$ cat src/rtl/xdma_pkg.sv
// xdma_pkg
// Shared definitions for the xDMA request path:
//   - dma_mode encodings (4-bit) seen by the converter
//   - is_write_mode / is_read_mode mode classifiers
//   - seq_state_e: request sequencer state encoding (also exported on dbg_state)
package xdma_pkg;

    localparam logic [3:0] M2IOB0  = 4'd1;
    localparam logic [3:0] M2IOB1  = 4'd2;
    localparam logic [3:0] IOB2M0  = 4'd3;
    localparam logic [3:0] IOB2M1  = 4'd4;
    localparam logic [3:0] M2XB0   = 4'd5;
    localparam logic [3:0] M2XB1   = 4'd6;
    localparam logic [3:0] M2XB2   = 4'd7;
    localparam logic [3:0] M2XB3   = 4'd8;
    localparam logic [3:0] M2LSTMB = 4'd10;

    typedef enum logic [2:0] {
        ST_IDLE  = 3'd0,
        ST_WR    = 3'd1,
        ST_RD    = 3'd2,
        ST_FLUSH = 3'd3,
        ST_DONE  = 3'd4
    } seq_state_e;

    function automatic logic is_write_mode(input logic [3:0] mode);
        case (mode)
            M2IOB0, M2IOB1, M2XB0, M2XB1, M2XB2, M2XB3, M2LSTMB: is_write_mode = 1'b1;
            default:                                             is_write_mode = 1'b0;
        endcase
    endfunction

    function automatic logic is_read_mode(input logic [3:0] mode);
        case (mode)
            IOB2M0, IOB2M1: is_read_mode = 1'b1;
            default:        is_read_mode = 1'b0;
        endcase
    endfunction

endpackage

$ cat src/rtl/xdma_rd_fifo.sv
// xdma_rd_fifo
// Synchronous DEPTH x WIDTH FIFO buffering read-return data.
// Ports:
//   i_clk, i_rst     clock, synchronous active-high reset (empties the FIFO)
//   i_push, i_wdata  write side; a push while full is taken only with a pop
//   i_pop            read side; ignored when empty
//   o_rdata          head entry (valid while !o_empty)
//   o_full, o_empty, o_count  occupancy
module xdma_rd_fifo #(
    parameter int DEPTH = 4,
    parameter int WIDTH = 256
) (
    input  logic                     i_clk,
    input  logic                     i_rst,
    input  logic                     i_push,
    input  logic [WIDTH-1:0]         i_wdata,
    input  logic                     i_pop,
    output logic [WIDTH-1:0]         o_rdata,
    output logic                     o_full,
    output logic                     o_empty,
    output logic [$clog2(DEPTH):0]   o_count
);
    localparam int AW = $clog2(DEPTH);
    localparam logic [AW:0] FULL_CNT = (AW+1)'(DEPTH);

    logic [WIDTH-1:0] r_mem [DEPTH];
    logic [AW-1:0]    r_wptr;
    logic [AW-1:0]    r_rptr;
    logic [AW:0]      r_count;
    logic             w_push;
    logic             w_pop;

    assign w_pop  = i_pop && (r_count != '0);
    // Full FIFO still accepts a push when the head leaves in the same cycle.
    assign w_push = i_push && ((r_count != FULL_CNT) || w_pop);

    always_ff @(posedge i_clk) begin
        if (w_push) begin
            r_mem[r_wptr] <= i_wdata;
        end
    end

    always_ff @(posedge i_clk) begin
        if (i_rst) begin
            r_wptr  <= '0;
            r_rptr  <= '0;
            r_count <= '0;
        end else begin
            if (w_push) r_wptr <= r_wptr + AW'(1);
            if (w_pop)  r_rptr <= r_rptr + AW'(1);
            case ({w_push, w_pop})
                2'b10:   r_count <= r_count + (AW+1)'(1);
                2'b01:   r_count <= r_count - (AW+1)'(1);
                default: r_count <= r_count;
            endcase
        end
    end

    assign o_rdata = r_mem[r_rptr];
    assign o_full  = (r_count == FULL_CNT);
    assign o_empty = (r_count == '0);
    assign o_count = r_count;

endmodule

$ cat src/rtl/xdma_req_sequencer.sv
// xdma_req_sequencer
// Takes one transfer descriptor at a time and drives GIF-style requests
// toward the DMA data converter. Write modes move beats from the in stream
// onto mwrite/mdata; read modes issue mread and buffer returned sdata in a
// RD_DEPTH-entry FIFO toward the out stream.
// Ports:
//   xclk, xreset                 clock, synchronous active-high reset
//   cmd_*                        descriptor handshake (mode, addr, len)
//   in_*                         write-data stream (sink)
//   out_*                        read-data stream (source)
//   dma_mode, maddr_sram_start   registered descriptor fields
//   maddr, mread, mwrite, mdata, mwstrb, mready   request side
//   saccept, svalid, sdata       converter accept / response
//   busy, done, err_mode         status; done and err_mode are 1-cycle pulses
//   perf_beats, perf_stall       counters, built only with XDMA_SEQ_PERF_EN,
//                                tied to 0 otherwise
//   dbg_state, dbg_fifo_count    FSM state and read FIFO occupancy
// Handshakes: a transfer happens on a cycle where valid and ready are both
// high; a source holds valid and payload steady until that cycle, and ready
// may depend combinationally on valid only through the documented terms.
module xdma_req_sequencer
    import xdma_pkg::*;
#(
    parameter int DWIDTH   = 128,
    parameter int DW_IOB   = 256,
    parameter int LENW     = 16,
    parameter int RD_DEPTH = 4
) (
    input  logic                      xclk,
    input  logic                      xreset,
    input  logic                      cmd_valid,
    output logic                      cmd_ready,
    input  logic [3:0]                cmd_mode,
    input  logic [31:0]               cmd_addr,
    input  logic [LENW-1:0]           cmd_len,
    input  logic                      in_valid,
    output logic                      in_ready,
    input  logic [DWIDTH-1:0]         in_data,
    input  logic [DWIDTH/8-1:0]       in_strb,
    output logic                      out_valid,
    input  logic                      out_ready,
    output logic [DW_IOB-1:0]         out_data,
    output logic [3:0]                dma_mode,
    output logic [31:0]               maddr_sram_start,
    output logic [31:0]               maddr,
    output logic                      mread,
    output logic                      mwrite,
    output logic [DWIDTH-1:0]         mdata,
    output logic [DWIDTH/8-1:0]       mwstrb,
    output logic                      mready,
    input  logic                      saccept,
    input  logic                      svalid,
    input  logic [DW_IOB-1:0]         sdata,
    output logic                      busy,
    output logic                      done,
    output logic                      err_mode,
    output logic [31:0]               perf_beats,
    output logic [31:0]               perf_stall,
    output logic [2:0]                dbg_state,
    output logic [$clog2(RD_DEPTH):0] dbg_fifo_count
);
    localparam int SW = DWIDTH / 8;
    localparam int CW = $clog2(RD_DEPTH) + 1;

    seq_state_e        r_state;
    seq_state_e        w_state_nxt;
    logic [3:0]        r_dma_mode;
    logic [31:0]       r_sram_start;
    logic [31:0]       r_maddr;
    logic [LENW-1:0]   r_remaining;
    logic              r_hold_valid;
    logic [DWIDTH-1:0] r_hold_data;
    logic [SW-1:0]     r_hold_strb;
    logic              r_err_mode;

    logic              w_cmd_ready, w_cmd_fire, w_mode_wr, w_mode_rd;
    logic              w_in_ready, w_in_fire, w_mwrite, w_mread, w_mready;
    logic              w_wr_beat, w_rd_beat, w_pop;
    logic              w_fifo_full, w_fifo_empty;
    logic [CW-1:0]     w_fifo_count;
    logic [DW_IOB-1:0] w_fifo_rdata;

    assign w_mode_wr   = is_write_mode(cmd_mode);
    assign w_mode_rd   = is_read_mode(cmd_mode);
    assign w_cmd_ready = (r_state == ST_IDLE) && !xreset;
    assign w_cmd_fire  = cmd_valid && w_cmd_ready;

    assign w_mwrite  = (r_state == ST_WR) && r_hold_valid;
    assign w_wr_beat = w_mwrite && saccept;   // mready is 1 throughout WR
    // Refill only while beats remain that the holding register does not
    // already cover; refilling on the completing cycle keeps 1 beat/cycle.
    assign w_in_ready = (r_state == ST_WR)
                     && (r_remaining > {{(LENW-1){1'b0}}, r_hold_valid})
                     && (!r_hold_valid || w_wr_beat);
    assign w_in_fire  = in_valid && w_in_ready;

    assign w_mread   = (r_state == ST_RD) && (r_remaining != '0) && !w_fifo_full;
    assign w_mready  = (r_state == ST_WR) || ((r_state == ST_RD) && !w_fifo_full);
    assign w_rd_beat = w_mread && saccept && svalid;
    assign w_pop     = !w_fifo_empty && out_ready;

    always_comb begin
        w_state_nxt = r_state;
        case (r_state)
            ST_IDLE: begin
                if (w_cmd_fire) begin
                    if (w_mode_wr)      w_state_nxt = (cmd_len == '0) ? ST_DONE : ST_WR;
                    else if (w_mode_rd) w_state_nxt = (cmd_len == '0) ? ST_DONE : ST_RD;
                    else                w_state_nxt = ST_IDLE;
                end
            end
            ST_WR:    if (w_wr_beat && (r_remaining == LENW'(1))) w_state_nxt = ST_DONE;
            ST_RD:    if (w_rd_beat && (r_remaining == LENW'(1))) w_state_nxt = ST_FLUSH;
            ST_FLUSH: if (w_fifo_empty) w_state_nxt = ST_DONE;
            ST_DONE:  w_state_nxt = ST_IDLE;
            default:  w_state_nxt = ST_IDLE;
        endcase
    end

    always_ff @(posedge xclk) begin
        if (xreset) r_state <= ST_IDLE;
        else        r_state <= w_state_nxt;
    end

    always_ff @(posedge xclk) begin
        if (xreset) begin
            r_dma_mode   <= '0;
            r_sram_start <= '0;
            r_maddr      <= '0;
            r_remaining  <= '0;
            r_hold_valid <= 1'b0;
            r_hold_data  <= '0;
            r_hold_strb  <= '0;
            r_err_mode   <= 1'b0;
        end else begin
            r_err_mode <= w_cmd_fire && !w_mode_wr && !w_mode_rd;
            if (w_cmd_fire && (w_mode_wr || w_mode_rd)) begin
                r_dma_mode   <= cmd_mode;
                r_sram_start <= cmd_addr;
                r_maddr      <= cmd_addr;
                r_remaining  <= cmd_len;
            end else if (w_wr_beat || w_rd_beat) begin
                r_maddr     <= r_maddr + 32'd1;   // wraps modulo 2^32
                r_remaining <= r_remaining - LENW'(1);
            end
            if (w_in_fire) begin
                r_hold_valid <= 1'b1;
                r_hold_data  <= in_data;
                r_hold_strb  <= in_strb;
            end else if (w_wr_beat) begin
                r_hold_valid <= 1'b0;
            end
        end
    end

    xdma_rd_fifo #(
        .DEPTH (RD_DEPTH),
        .WIDTH (DW_IOB)
    ) u_rd_fifo (
        .i_clk   (xclk),
        .i_rst   (xreset),
        .i_push  (w_rd_beat),
        .i_wdata (sdata),
        .i_pop   (w_pop),
        .o_rdata (w_fifo_rdata),
        .o_full  (w_fifo_full),
        .o_empty (w_fifo_empty),
        .o_count (w_fifo_count)
    );

`ifdef XDMA_SEQ_PERF_EN
    logic [31:0] r_perf_beats;
    logic [31:0] r_perf_stall;

    always_ff @(posedge xclk) begin
        if (xreset || w_cmd_fire) begin
            r_perf_beats <= '0;
            r_perf_stall <= '0;
        end else begin
            if ((w_wr_beat || w_rd_beat) && (r_perf_beats != '1))
                r_perf_beats <= r_perf_beats + 32'd1;
            if ((w_mread || w_mwrite) && !saccept && (r_perf_stall != '1))
                r_perf_stall <= r_perf_stall + 32'd1;
        end
    end

    assign perf_beats = r_perf_beats;
    assign perf_stall = r_perf_stall;
`else
    assign perf_beats = '0;
    assign perf_stall = '0;
`endif

    assign cmd_ready        = w_cmd_ready;
    assign in_ready         = w_in_ready;
    assign out_valid        = !w_fifo_empty;
    assign out_data         = w_fifo_rdata;
    assign dma_mode         = r_dma_mode;
    assign maddr_sram_start = r_sram_start;
    assign maddr            = r_maddr;
    assign mread            = w_mread;
    assign mwrite           = w_mwrite;
    assign mdata            = r_hold_data;
    assign mwstrb           = r_hold_strb;
    assign mready           = w_mready;
    assign busy             = (r_state != ST_IDLE);
    assign done             = (r_state == ST_DONE);
    assign err_mode         = r_err_mode;
    assign dbg_state        = r_state;
    assign dbg_fifo_count   = w_fifo_count;

endmodule

$ cat config.mk
export PLATFORM = sky130hd
export DESIGN_NAME = xdma_req_sequencer
export DESIGN_NICKNAME = d
export VERILOG_FILES = /design/src/rtl/xdma_pkg.sv /design/src/rtl/xdma_rd_fifo.sv /design/src/rtl/xdma_req_sequencer.sv
export SDC_FILE = /design/constraint.sdc
export NUM_CORES = 1
export LEC_CHECK = 0
export ABC_AREA = 1
export ABC_CLOCK_PERIOD_IN_PS = 17580
export BUFFER_PORTS_ARGS = -buffer_cell sky130_fd_sc_hd__buf_2
export CORE_AREA = 2 2 386 388
export DETAILED_ROUTE_END_ITERATION = 8
export DIE_AREA = 0 0 388 390
export SYNTH_ARGS = -nofsm -noshare
export SYNTH_HDL_FRONTEND = slang
export SYNTH_HIERARCHICAL = 1
export SYNTH_SLANG_ARGS = --single-unit
$ cat constraint.sdc
create_clock -name xclk -period 17.58 [get_ports xclk]
set_input_delay 1.758 -clock xclk [delete_from_list [all_inputs] [get_ports xclk]]
set_output_delay 1.758 -clock xclk [all_outputs]
set_load 0.1 [all_outputs]
=== Word-level counts from Yosys, hierarchy flattened ===
Memory sizes are Yosys's and may differ from the RTL's. A register that Yosys moved wholly into a read port is not among the register bits.
Index checks and enable logic that the tools add are counted.

* Word-level logic and storage cells: 107
* Bits in writable memories: 1024
* Output and inout port bits: 547
* Flip-flop bits (word level): 240
* Bits of input ports: 459
* Memories: 1

* Reduce and logical (&&, ||, !) cells: 43
* Mux-type cells: 22
* $lt $le $gt $ge: 1
* Equality and inequality tests: 22
* Add/sub/neg operators: 6

{| class="wikitable"
|+ Memory list
! memory !! depth !! width !! read ports !! clocked after Yosys merged registers in !! wr ports !! RTL line !! source
|-
| u_rd_fifo.r_mem || 4 || 256 || 1 || 1 || 1 || xdma_rd_fifo.sv:26 || <nowiki>logic [WIDTH-1:0] r_mem [DEPTH];</nowiki>
|}

{| class="wikitable"
|+ Operator list
! cell !! number
|-
| 32-bit two-way mux || 2
|-
| 32-bit by 1-bit adder with 32-bit output, second input constant || 1
|-
| 16-bit two-way mux || 2
|-
| 3-bit two-way mux || 8
|-
| 1-bit logical AND || 20
|-
| 16-bit by 1-bit == test with 1-bit output, second input constant || 1
|-
| 4-bit by 3-bit == test with 1-bit output, second input constant || 4
|-
| 16-bit by 1-bit greater-than comparator with 1-bit output || 1
|-
| 16-bit logical NOT || 1
|-
| 16-bit nonzero test || 1
|-
| 16-bit by 1-bit subtractor with 16-bit output, second input constant || 1
|-
| 3-bit one-hot mux with 4 select lines || 1
|-
| 4-bit by 2-bit == test with 1-bit output, second input constant || 2
|-
| 4-bit == test, second input constant || 2
|-
| 7-bit OR reduction || 1
|-
| 3-bit by 2-bit == test with 1-bit output, second input constant || 2
|-
| 3-bit == test, second input constant || 2
|-
| 1-bit logical NOT || 6
|-
| 3-bit logical NOT || 2
|-
| 1-bit two-way mux || 6
|-
| 3-bit one-hot mux with 2 select lines || 1
|-
| 2-bit nonzero test || 3
|-
| 3-bit nonzero test || 2
|-
| 1-bit logical OR || 5
|-
| 13 further kinds || 17
|}

=== Depth between registers and ports, before layout ===
Gate-level depths: netlist (run 1).

* Depth in word-level cells: 8
* Gate-level depth with buffers: 17
* Mapped depth without buffers: 17

=== Cells and area by module ===
Netlist (run 1), hierarchy kept.

{| class="wikitable"
|+ By module, submodules not included
! module !! seq. area each (sq um) !! cells an instance !! times used !! area each (sq um)
|-
| xdma_rd_fifo || 30929.7 || 2539 || 1 || 38225.4
|-
| xdma_req_sequencer || 4664.5 || 1511 || 1 || 10862.9
|}

=== Worst setup path after synthesis (run 1) ===
OpenSTA, ideal clock, no wires.

* Path type: register to register
* Start: reg r_state[1] (netlist: dbg_state[1])
* End: mem u_rd_fifo.r_mem[0][0] (enable)
* Period minus slack after synthesis: 14148 ps
* Setup time: 879 ps
* Setup slack: 3432 ps
* Arrival time: 13269 ps
* Path buffers: 0
* Data required time: 16701 ps
* Cell stages (with the launch flop): 9
* Cell sequence: dfxtp_1 -> nand3_1 -> nor2_1 -> nand2_1 -> inv_1 -> nand2_1 -> inv_1 -> o21ai_1 -> nor2_1

* Cells in the longest elaborated chain, start to end: 8

{| class="wikitable"
|+ Ends and longest elaborated chain
! item !! RTL line !! source
|-
| from (decl) || xdma_req_sequencer.sv:65 || <nowiki>seq_state_e r_state;</nowiki>
|-
| from (signal assigned) || xdma_req_sequencer.sv:122 || <nowiki>else r_state <= w_state_nxt;</nowiki>
|-
| 3-bit by 2-bit == test with 1-bit output || xdma_req_sequencer.sv:97 || <nowiki>assign w_mread = (r_state == ST_RD) && (r_remaining != '0) && !w_fifo_full;</nowiki>
|-
| 1-bit logical AND (2 in a row) || xdma_req_sequencer.sv:97 ||
|-
| net mread || xdma_req_sequencer.sv:46 || <nowiki>output logic mread,</nowiki>
|-
| 1-bit logical AND (2 in a row) || xdma_req_sequencer.sv:99 || <nowiki>assign w_rd_beat = w_mread && saccept && svalid;</nowiki>
|-
| net w_rd_beat || xdma_req_sequencer.sv:78 || <nowiki>logic w_wr_beat, w_rd_beat, w_pop;</nowiki>
|-
| 1-bit logical AND || xdma_rd_fifo.sv:35 || <nowiki>assign w_push = i_push && ((r_count != FULL_CNT) || w_pop);</nowiki>
|-
| 1-bit two-way mux || xdma_rd_fifo.sv:38 || <nowiki>if (w_push) begin</nowiki>
|-
| 1-bit two-way mux (implied by the code) || xdma_rd_fifo.sv:39 || <nowiki>r_mem[r_wptr] <= i_wdata;</nowiki>
|-
| to (decl) || xdma_rd_fifo.sv:26 ||
|}

The timed path passes the listed nets, and every way through them passes these cells.

==> results of run 1 <==
[path summary, 6_finish.rpt]
| path | to | slack [ns] | cells past startpoint |
|---|---|---|---|
| min reg2reg | register | 0.46 | 2 |
| min | register | 0.46 | 2 |
| max | out_data[149] | 9.83 | 7 |
| max reg2reg | u_rd_fifo/r_mem[2][80] | 11.50 | 13 |
[power groups by stage]
stage                     logic, uW  clock network [uW]  registers [uW]
after floorplan                 268                   0            3530
after global placement          590                   0            3360
after detailed placement        594                   0            3360
after CTS                       595                2800            3300
after global routing            628                2920            3300
final                           593                2740            3300
[worst max-delay path: stages, from the launching register on]
cell and delay, ns:
dfxtp_4 0.77, buf_4 0.81, buf_12 0.61, buf_4 0.71
buf_4 0.85, o21ai_0 0.21, o22ai_1 0.31, buf_2 0.49
[registers in the layout (all words and copies together), names as in the netlist, 3 cells and up, named ones only]
register	cells
maddr	32
dbg_state	3
dma_mode	4
r_remaining	16
mwstrb	16
mdata	128
maddr_sram_start	32
u_rd_fifo/o_count	3
u_rd_fifo/r_mem	1024
[area by class of cell]
| class | instances | area (um^2) | share of cell area (%) |
|---|---|---|---|
| flip-flops and latches | 1266 | 35600 | 60.04 |
| clock buffers | 182 | 3666 | 6.182 |
| repair buffers | 979 | 5054 | 8.522 |
| well taps | 1930 | 2415 | 4.072 |
| multi-input cells | 2446 | 11590 | 19.54 |
| inverters | 73 | 297.8 | 0.5022 |
| diodes | 22 | 55.05 | 0.09284 |
| clock inverters | 63 | 623.1 | 1.051 |
[cells by family after synthesis]
| logic type | share of synthesized area [%] |
|---|---|
| AND/OR/NAND/NOR | 10.74 |
| flip-flops | 72.51 |
| AO/OA/AOI/OAI | 11.65 |
| buffers and inverters | 4.450 |
| XOR/XNOR | 0.3747 |
| adder cells (fa/ha/maj) | 0.2702 |
| other | 0.007639 |
[layer usage]
metal / track usage (%) / up-vias / wire [um]
met2: 33.51 / 1193 / 76170
met3: 7.180 / 328 / 13390
met1: 21.18 / 16820 / 55980
met5: 0 / - / 483
li1: - / 16220 / -
met4: 7.011 / 76 / 5217
[per-stage QoR]
step / std cells / hold WS, ns / util [%]
floorplan: 4113 / 0.4356 / -
global placement: 6694 / 0.4408 / 37.35
detailed placement: 6694 / 0.4442 / 37.35
CTS: 6939 / 0.4574 / 40.27
global route: 6956 / 0.4766 / 40.30
finish: 6961 / 0.4566 / 40.30
[layout by cell type, fill, tap and decap left out, types with 6 or more instances in the layout]
master / netlist / routed
xnor2_1: 8 / 8
xor2_1: 13 / 13
clkbuf_16: 0 / 136
a21oi_2: 11 / 11
nor2_4: 2 / 6
a21oi_1: 208 / 208
clkbuf_1: 127 / 37
inv_1: 67 / 66
o21ai_1: 11 / 11
edfxtp_1: 1024 / 1024
o21ai_0: 579 / 579
o22ai_1: 256 / 256
ha_1: 9 / 9
nand3b_1: 7 / 7
nand4_1: 13 / 13
nor3_1: 16 / 16
clkinv_16: 0 / 6
inv_6: 0 / 7
nand3_2: 12 / 12
dfxtp_1: 242 / 240
buf_2: 81 / 939
buf_4: 89 / 35
nand2_2: 15 / 15
clkbuf_8: 0 / 9
clkinv_1: 0 / 23
nor2_1: 669 / 665
nand2_1: 370 / 370
diode_2: 0 / 22
clkinv_2: 1 / 19
nand3_1: 166 / 165
conb_1: 1 / 64
==> out/qor.yml, run 1 <==
status: "finished, final reports clean"
cts_htree_levels: 4
grt_max_degree: 230
yosysUniqueCellTypes: 39
initial_utilization_pct: 33.36
ys_top_cells_by_area: "edfxtp_1, dfxtp_1, o21ai_0, nor2_1, o22ai_1"
synthArstFlopShare_pct: 0
endpoint_kind: "output pin"
critPathKind: "reg -> out"
fin_nets: 5371
powerDensity_nw_per_um2: 111.8
clk_path_buf_depth: 3
fin_setup_tns_ns: 0
num_vias: 34640
hold_path_class: "reg -> reg"
cts_root_buf: "clkbuf_16"
tightest_slew_ns: 1.144
cts_buffers: 136
r2r_start: "dbg_state[1]"
fp.dieH_um: 390
slew_viol_final: 0
core_area_um2: 147100
drt-initial-drc-count: 2358
syn_avg_cell_area_um2: 12.12
synth_edf_count: 1024
wl_per_cell_um: 21.73
peakVddDrop_uv: 110.6
switchingPower_uw: 1705
post_cts_buffers: 0
clock_sinks: 1266
ant_nets: 0
tritoncts: "done"
overflow: 0
synth-seq-area-share_pct: 72.51
portBuffers: 941
required_ns: 15.82
grtUsageTotal_pct: 19.16
first_global_vias: 33380
maxSlewHeadroom_pct: 23.75
leakage_uw: 0.02165
dpl.hpwl_um: 99590
fill_cells: 13980
antenna_found_initial: 76
place_ws_ns: 10.51
power_frac_comb_pct: 8.9
skew_ns: 0.03402
synthTopCellsByCount: "edfxtp_1, nor2_1, o21ai_0"
synth-seq-cells: 1266
path_clk_slew_ns: 0.06
dieWidth_um: 388
ys_warn_count: 6
syn_inst: 4050
drc: 0
pwr-share-seq_pct: 49.7
fmax_mhz: 129.0
finalSetupViolCount: 0
area_delta_synth_final_pct: 20.80
grt_pass1_wl_um: 218900
maxCapViolations: 0
pin_count: 1006
yosysTopAreaCellShare_pct: 62.64
p_int_uw: 4925
arrival_ns: 5.99
switching_share_pct: 25.71
drt_wl_total_um: 151200
postLayoutSetupSlackWorst_ns: 9.830
final_hold_viol_count: 0
min_period_ns: 7.750
dieArea_um2: 151300
finalPower_uw: 6629
yosysMostFrequentCell: "edfxtp_1"
yosysTopAreaCell: "edfxtp_1"
rsz0062_at_grt: "false"
drive_gt1_share_pct: 24.54
synthFlopType: "edfxtp_1"
placementRows: 141
place.gp.congestion: 0.9012
post-route-period-util_pct: 44.09
hold_path_startpoint: "u_rd_fifo/r_rptr[1]"
power.share.clock_pct: 41.3
vias_per_cell: 4.976
post_dp_cell_area_um2: 54960
cts_resized: 0
syn_area_um2: 49090
cp_max_fo: 205
clock_latency_ns: 0.77
dr.pass1.iters: 5
finalInstanceArea_um2: 59300
start_kind: "register"
hold_buffers: 0
Note: power is estimated with default switching activity, not from simulation.
==> run 2: changes to the inputs <==
--- a/config.mk
+++ b/config.mk
@@ -6,7 +6,7 @@
 export NUM_CORES = 1
 export LEC_CHECK = 0
 export ABC_AREA = 1
-export ABC_CLOCK_PERIOD_IN_PS = 17580
+export ABC_CLOCK_PERIOD_IN_PS = 7200
 export BUFFER_PORTS_ARGS = -buffer_cell sky130_fd_sc_hd__buf_2
 export CORE_AREA = 2 2 386 388
 export DETAILED_ROUTE_END_ITERATION = 8
==> constraint.sdc (replaced) <==
create_clock -name xclk -period 7.2 [get_ports xclk]
set_input_delay 0.72 -clock xclk [delete_from_list [all_inputs] [get_ports xclk]]
set_output_delay 0.72 -clock xclk [all_outputs]
set_load 0.1 [all_outputs]
==> run 2 against run 1 <==
  * Via count up 0.11%
  * Largest cell class unchanged
  * Hold slack worse by 0.29 ns
  * Combinational power up 140%
==> out/qor.yml, run 2 (synthesis results as in run 1) <==
place.gp.congestion: 0.9089
finalPower_uw: 16360
fmax_mhz: 207.3
overflow: 0
largest_reg_flops: 1024
hold_buffers: 0
cts_resized: 0
dpl.hpwl_um: 97590
critPathSlowestCell: "buf_4"
antenna_found_initial: 66
placementRows: 141
dr.pass1.iters: 8
cts_root_buf: "clkbuf_16"
regMostFlops: "u_rd_fifo/r_mem"
cts_buffers: 138
required_ns: 6.48
layout_commonest_cell: "edfxtp_1"
powerDensity_nw_per_um2: 274.9
final_cells: 6959
arrival_ns: 4.10
num_vias: 34670
rsz0062_at_grt: "false"
final_cell_mix: "edfxtp_1, buf_2, nor2_1"
drt_wl_total_um: 147800
status: "finished, final reports clean"
grt_pass1_wl_um: 215200
clock_latency_ns: 0.77
post_dp_cell_area_um2: 55060
dieArea_um2: 151300
tightest_slew_ns: 1.130
pin_count: 1006
clock_sinks: 1266
fin_nets: 5379
vias_per_cell: 4.983
finalInstanceArea_um2: 59520
critPathKind: "reg -> out"
first_global_vias: 33260
fill_cells: 13870
tritoncts: "done"
clk_path_buf_depth: 3
maxSlewHeadroom_pct: 24.48
drc: 0
endpoint_kind: "output pin"
leakage_uw: 0.02173
path_cells: "buf_4, buf_4, o21ai_0, o22ai_1, buf_2"
ant_nets: 0
critPathMaxStageDelay_ns: 0.89
post-route-period-util_pct: 67.01
area_delta_synth_final_pct: 21.26
drive_gt1_share_pct: 24.58
fp.dieH_um: 390
core_area_um2: 147100
finalSetupViolCount: 0
dieWidth_um: 388
path_clk_slew_ns: 0.06
grtUsageTotal_pct: 18.70
final_hold_viol_count: 0
path_common_cell: "buf_4"
fin_setup_tns_ns: 0
maxCapViolations: 0
hold_path_class: "in -> reg"
portBuffers: 941
cts_htree_levels: 4
cp_max_fo: 104
initial_utilization_pct: 33.36
worst_hold_slack_ns: 0.1623
skew_ns: 0.04447
drt-initial-drc-count: 2609
peakVddDrop_uv: 211.5
min_period_ns: 4.824
post_cts_buffers: 0
placed_cells: 6700
grt_max_degree: 218
wl_per_cell_um: 21.24
start_kind: "register"
slew_viol_final: 0
-- run 2: power by group --
group | leakage [uW] | internal [uW] | switching, uW
logic | 0.00845 | 275 | 1170
clock network | 0.00212 | 3960 | 2910
registers | 0.0112 | 7980 | 69.5
-- run 2: area by class of cell --
cell class | instances | area (um^2) | area share (%)
Sequential cell | 1266 | 35600 | 59.81
Inverter | 73 | 297.8 | 0.5003
Multi-Input combinational cell | 2446 | 11590 | 19.47
Clock buffer | 179 | 3721 | 6.252
Antenna cell | 21 | 52.55 | 0.08829
Tap cell | 1930 | 2415 | 4.057
Timing Repair Buffer | 985 | 5161 | 8.671
Clock inverter | 59 | 684.4 | 1.150
-- run 2: metrics by stage --
stage | util, % | worst slack, ns
6_report | 40.45 | 2.376
5_1_grt | 40.44 | 2.156
4_1_cts | 40.42 | 2.324
3_5_place_dp | 37.42 | 3.185
3_3_place_gp | 37.42 | 3.183
2_1_floorplan | - | -2.648
-- run 2: critical path: cells and delay by family (launching register included) --
family	cells	cell delay, ns
DFF	1	0.72
buffers and inverters	3	1.98
AOI/OAI and AO/OA	2	0.56
-- run 2: routing by layer --
layer	track usage [%]	part of all wire [%]
met5	0	0.32
met4	7.683	3.8
met3	7.257	9.3
met2	31.35	48
met1	21.35	38
-- run 2: worst paths after layout --
path,from,cells past startpoint,slack [ns],to
worst max-delay path,register,5,2.38,out_data[169]
worst min-delay path,sdata[28],1,0.16,u_rd_fifo/r_mem[0][28]
worst min register to register,u_rd_fifo/r_rptr[1],2,0.45,register
worst max register to register,r_remaining[0],12,3.47,u_rd_fifo/r_mem[0][91]
